<file path="config.mk">
export PLATFORM = sky130hd
export DESIGN_NAME = io_port_bank
export DESIGN_NICKNAME = d
export VERILOG_FILES = /design/src/rtl/io_port_bank.sv
export SDC_FILE = /design/constraint.sdc
export NUM_CORES = 1
export LEC_CHECK = 0
export ABC_AREA = 1
export CAP_MARGIN = 20
export CORE_ASPECT_RATIO = 2
export CORE_UTILIZATION = 49
export CTS_CLUSTER_SIZE = 10
export DETAILED_ROUTE_END_ITERATION = 10
export HOLD_SLACK_MARGIN = 0.06
export PLACE_DENSITY = 0.76
export SYNTH_ARGS = -nofsm -noshare
export SYNTH_HDL_FRONTEND = slang
export SYNTH_SLANG_ARGS = --single-unit
</file>
<file path="constraint.sdc">
create_clock -name Clock -period 2.5 [get_ports Clock]
set_clock_uncertainty 0.05 [all_clocks]
set_input_delay 0.375 -clock Clock [delete_from_list [all_inputs] [get_ports Clock]]
set_output_delay 0.375 -clock Clock [all_outputs]
set_load 0.03 [all_outputs]
</file>
<file path="src/rtl/io_port_bank.sv">
// Multi-channel I/O port bank for the Mini-SRC datapath: per-channel input FIFOs
// popped onto the bus, and per-channel output registers with a valid/ack handshake.
module io_port_bank #(
    parameter int DATA_W     = 32,
    parameter int N_IN       = 2,
    parameter int N_OUT      = 2,
    parameter int FIFO_DEPTH = 4,
    localparam int IN_SEL_W  = (N_IN  > 1) ? $clog2(N_IN)  : 1,
    localparam int OUT_SEL_W = (N_OUT > 1) ? $clog2(N_OUT) : 1
) (
    input  logic                    Clock,
    input  logic                    clear,
    input  logic [DATA_W-1:0]       BusMuxOut,
    input  logic                    InportOut,
    input  logic                    OutportIn,
    input  logic [IN_SEL_W-1:0]     in_sel,
    input  logic [OUT_SEL_W-1:0]    out_sel,
    output logic [DATA_W-1:0]       inport_data,
    input  logic [N_IN*DATA_W-1:0]  ext_in_data,
    input  logic [N_IN-1:0]         ext_in_valid,
    output logic [N_IN-1:0]         ext_in_ready,
    output logic [N_OUT*DATA_W-1:0] ext_out_data,
    output logic [N_OUT-1:0]        ext_out_valid,
    input  logic [N_OUT-1:0]        ext_out_ack,
    output logic [N_IN-1:0]         in_nonempty,
    output logic [N_IN-1:0]         underflow,
    output logic [N_OUT-1:0]        overrun
);

    localparam int PTR_W = $clog2(FIFO_DEPTH);
    localparam int CNT_W = PTR_W + 1;

    logic io_q, oo_q;
    logic pop_fire, wr_fire, in_sel_ok, out_sel_ok;

    logic [N_IN-1:0][PTR_W-1:0] wr_ptr_q, wr_ptr_d, rd_ptr_q, rd_ptr_d;
    logic [N_IN-1:0][CNT_W-1:0] cnt_q, cnt_d;
    logic [N_IN-1:0]            push, pop, underflow_q, underflow_d;
    logic [DATA_W-1:0]          inport_q, inport_d;
    logic [DATA_W-1:0]          mem_q [N_IN][FIFO_DEPTH];

    logic [N_OUT-1:0][DATA_W-1:0] odata_q, odata_d;
    logic [N_OUT-1:0]             ovalid_q, ovalid_d, overrun_q, overrun_d, wr_ch;

    // Strobes may be held for a whole T-state; only the rising edge transfers.
    assign pop_fire   = InportOut & ~io_q;
    assign wr_fire    = OutportIn & ~oo_q;
    assign in_sel_ok  = {1'b0, in_sel}  < (IN_SEL_W + 1)'(N_IN);
    assign out_sel_ok = {1'b0, out_sel} < (OUT_SEL_W + 1)'(N_OUT);

    always_comb begin
        for (int i = 0; i < N_IN; i++) begin
            ext_in_ready[i] = (cnt_q[i] != CNT_W'(FIFO_DEPTH));
            in_nonempty[i]  = (cnt_q[i] != '0);
        end
    end

    // NOTE: every signal gets a default before the loop so no latch is inferred.
    always_comb begin
        push        = '0;
        pop         = '0;
        underflow_d = underflow_q;
        inport_d    = inport_q;
        wr_ptr_d    = wr_ptr_q;
        rd_ptr_d    = rd_ptr_q;
        cnt_d       = cnt_q;
        for (int i = 0; i < N_IN; i++) begin
            // Ready comes from the registered count, so a full channel refuses a
            // push even when a pop on the same edge frees a slot.
            push[i] = ext_in_valid[i] & ext_in_ready[i];
            if (pop_fire && in_sel_ok && in_sel == IN_SEL_W'(i)) begin
                if (in_nonempty[i]) begin
                    pop[i]   = 1'b1;
                    inport_d = mem_q[i][rd_ptr_q[i]];
                end else begin
                    underflow_d[i] = 1'b1;
                end
            end
            if (push[i]) wr_ptr_d[i] = wr_ptr_q[i] + 1'b1;
            if (pop[i])  rd_ptr_d[i] = rd_ptr_q[i] + 1'b1;
            if (push[i] && !pop[i])      cnt_d[i] = cnt_q[i] + 1'b1;
            else if (pop[i] && !push[i]) cnt_d[i] = cnt_q[i] - 1'b1;
        end
    end

    always_comb begin
        wr_ch     = '0;
        odata_d   = odata_q;
        ovalid_d  = ovalid_q;
        overrun_d = overrun_q;
        for (int j = 0; j < N_OUT; j++) begin
            wr_ch[j] = wr_fire & out_sel_ok & (out_sel == OUT_SEL_W'(j));
            if (wr_ch[j]) begin
                if (ovalid_q[j] && !ext_out_ack[j]) overrun_d[j] = 1'b1;
                odata_d[j]  = BusMuxOut;
                ovalid_d[j] = 1'b1;
            end else if (ovalid_q[j] && ext_out_ack[j]) begin
                ovalid_d[j] = 1'b0;
            end
        end
    end

    // NOTE: state registers use non-blocking assignments so every flop samples
    // the pre-edge value of its neighbours.
    always_ff @(posedge Clock) begin
        if (clear) begin
            io_q        <= 1'b0;
            oo_q        <= 1'b0;
            wr_ptr_q    <= '0;
            rd_ptr_q    <= '0;
            cnt_q       <= '0;
            underflow_q <= '0;
            inport_q    <= '0;
            odata_q     <= '0;
            ovalid_q    <= '0;
            overrun_q   <= '0;
        end else begin
            io_q        <= InportOut;
            oo_q        <= OutportIn;
            wr_ptr_q    <= wr_ptr_d;
            rd_ptr_q    <= rd_ptr_d;
            cnt_q       <= cnt_d;
            underflow_q <= underflow_d;
            inport_q    <= inport_d;
            odata_q     <= odata_d;
            ovalid_q    <= ovalid_d;
            overrun_q   <= overrun_d;
        end
    end

    // NOTE: FIFO storage is not reset; zeroed counts make stale words unreachable.
    always_ff @(posedge Clock) begin
        for (int i = 0; i < N_IN; i++) begin
            if (push[i]) mem_q[i][wr_ptr_q[i]] <= ext_in_data[i*DATA_W +: DATA_W];
        end
    end

    assign inport_data   = inport_q;
    assign ext_out_data  = odata_q;
    assign ext_out_valid = ovalid_q;
    assign underflow     = underflow_q;
    assign overrun       = overrun_q;

endmodule
</file>
==> results.toml <==
[worst_setup_path]
rr_startpoint = "cnt_q[1]"
cp-endpoint = "in_nonempty[0]"
critPathMaxFanout = 4
cp.arrival_ns = 1.85
r2r_cells = 12
r2r-end = "cnt_q[2]"
cp.required_ns = 2.08
start_kind = "flip-flop"
crit_start = "cnt_q[1]"
path_class = "flip-flop to output port"
r2r_slack_ns = 0.62
end_kind = "output port"

[synth]
ys_types = 23
synth_area_leaders = "edfxtp_1, dfxtp_1, nand2_1"
synth_seq_cells = 374
ys.flop_type = "edfxtp_1"
avgSynthCellArea_um2 = 10.3
netlist_area_um2 = 14500
synth_edf_count = 256
yosys_warnings = 0
synthCells = 1416
synth_seq_area_share_pct = 69.1
synthArstFlopShare_pct = 0
yosysTopAreaCell = "edfxtp_1"
synth_top_area_share_pct = 52.9
syn_nets = 1534
synthTopCellsByCount = "nand2_1, edfxtp_1, nor2_1"
synth.most_common_cell = "nand2_1"

[clock_network]
htreeDepth = 2
post_cts.repair.setup_buffers = 0
root_buffer = "clkbuf_16"
clock_latency_ns = 0.55
cts_tree = "done"
cts.path.max_buffers = 3
cts_made_buffers = 43
path_clk_slew_ns = 0.06
clock_sinks = 374
cts_hold_buf = 0
cts_resized = 0

[min_path]
hold_path_depth = 5
hold_class = "primary input to flip-flop"

[drt]
route.final.wire_length_mm = 33.9
drt_drc_violations_left = 0
ant_nets = 0
num_vias = 10500
firstDrtPassIters = 5
drt-wirelength-per-cell_um = 16.7
vias_per_cell = 5.18
drtIter0Drc = 709

[layout]
instances_no_fill = 2023
layout-drive-gt1-share_pct = 6.14
syn_to_final_growth_pct = 26.0
design_area_um2 = 18300
fillers = 2219
fin_nets = 1748

[pwr]
internal_power_mw = 11.4
power_density_nw_per_um2 = 840
combPwrFrac_pct = 16.0
p_clk_share_pct = 36.2
switching_share_pct = 26.2
power.switching_mw = 4.04
seqPwrFrac_pct = 47.9
peakVddDrop_uv = 560
p_leak_nw = 6.81

[placed_design]
io_buffers = 211
placed_area_um2 = 17100
dp.cells = 1945
dp_hpwl_mm = 22.3
routabilityCongestion = 0.800

[sta]
tightest_slew_ns = 0.906
fin_tns_setup_ns = 0
hold_viol_final = 0
rsz0062_at_grt = "no"
slew_headroom_pct = 39.6
fmax_mhz = 440
setup_viol_count_final = 0
timing.final.crit_share_pct = 90.8
drv_slew = 0
period_minus_slack_ns = 2.27

[die]
die_area_um2 = 30400
dieWidth_um = 124
core.rowCount = 88
initial_core_util_pct = 50.2
die_h_um = 246
coreArea_um2 = 29000
io_pins = 212

[grt]
groute.usage.overall_pct = 22.9
grt.overflow.total = 0
grt_pass1_wl_mm = 53.3
grt_pass1_vias = 10500
grt_max_degree = 86
antenna_found_initial = 2

[run_status]
status = "complete, no violations"

[flow_run]
max-cap-violations = 0
==> placed cells by master, fill, tap and decap left out, drive strengths merged <==
master / instances
nand2: 414
edfxtp: 256
clkdlybuf4s50: 210
nor2: 206
dfxtp: 118
a21oi: 111
nand3: 84
o21ai: 77
clkbuf: 74
inv: 58
buf: 36
ha: 10
a31oi: 2
fa: 2
clkinv: 2
diode: 1
o211ai: 1
nor3: 1
==> final cells by class <==
class	count	area (µm²)	area share (%)
well taps	360	450	2.46
diodes	1	2.50	0.0137
inverters	57	214	1.17
clock buffers	74	1210	6.62
flip-flops and latches	374	10100	54.9
repair buffers	246	2440	13.3
multi-input cells	908	3910	21.3
clock inverters	3	33.8	0.184
==> layer usage <==
metal,vias to the layer above,track usage [%],share of wire (%)
met2,327,42.3,54
met3,71,5.36,6.6
li1,5146,-,-
met1,4932,23.9,36
met4,2,9.85,3.4
met5,-,0,0.038
==> critical path, cell delays in order (launching register included) <==
cell	delay, ns
dfxtp_1	0.37
inv_1	0.10
nand3_1	0.14
clkdlybuf4s50_1	0.70
==> registers in the layout, summed over array words and instances, names as in the netlist <==
signal	flops
cnt_q	6
ext_out_data	64
ext_out_valid	2
inport_data	32
io_q	1
mem_q	256
oo_q	1
overrun	2
rd_ptr_q	4
underflow	2
wr_ptr_q	4
==> worst min-delay path by stage <==
stage | start | endpoint | slack (ns)
after floorplan | cnt_q[2] | cnt_q[2] | 0.42
after global placement | overrun[1] | overrun[1] | 0.40
final | clear | rd_ptr_q[1] | 0.35
after detailed placement | ext_out_data[48] | ext_out_data[48] | 0.41
after global routing | clear | rd_ptr_q[1] | 0.35
after CTS | clear | rd_ptr_q[2] | 0.32
==> metrics by stage <==
step | setup WS, ns | utilization (%) | total power, mW | hold slack (ns)
after global placement | 0.262 | 59.0 | 9.86 | 0.399
final | 0.229 | 63.3 | 15.4 | 0.346
after detailed placement | 0.168 | 59.0 | 9.95 | 0.407
after CTS | 0.213 | 63.3 | 15.5 | 0.322
after floorplan | -0.297 | - | 8.94 | 0.422
after global routing | 0.153 | 63.3 | 16.0 | 0.355
==> power by group through the flow <==
| stage | clock network [mW] | logic, mW | registers (mW) |
|---|---|---|---|
| after floorplan | 0 | 1.22 | 7.72 |
| after global placement | 0 | 2.39 | 7.47 |
| after detailed placement | 0 | 2.46 | 7.49 |
| after CTS | 5.66 | 2.48 | 7.37 |
| after global routing | 5.94 | 2.70 | 7.40 |
| final | 5.57 | 2.46 | 7.37 |
==> cells by family (layout without fill, tap and decap cells) <==
logic type | Yosys count | count (layout) | synth area share [%]
other | 0 | 1 | 0
DFF | 374 | 374 | 69.1
adders and majority gates | 12 | 12 | 1.14
AOI/OAI and AO/OA | 191 | 191 | 6.61
buffers and inverters | 134 | 380 | 4.10
and+or+nand+nor | 705 | 705 | 19.0
Power figures use the tool's default switching activity.
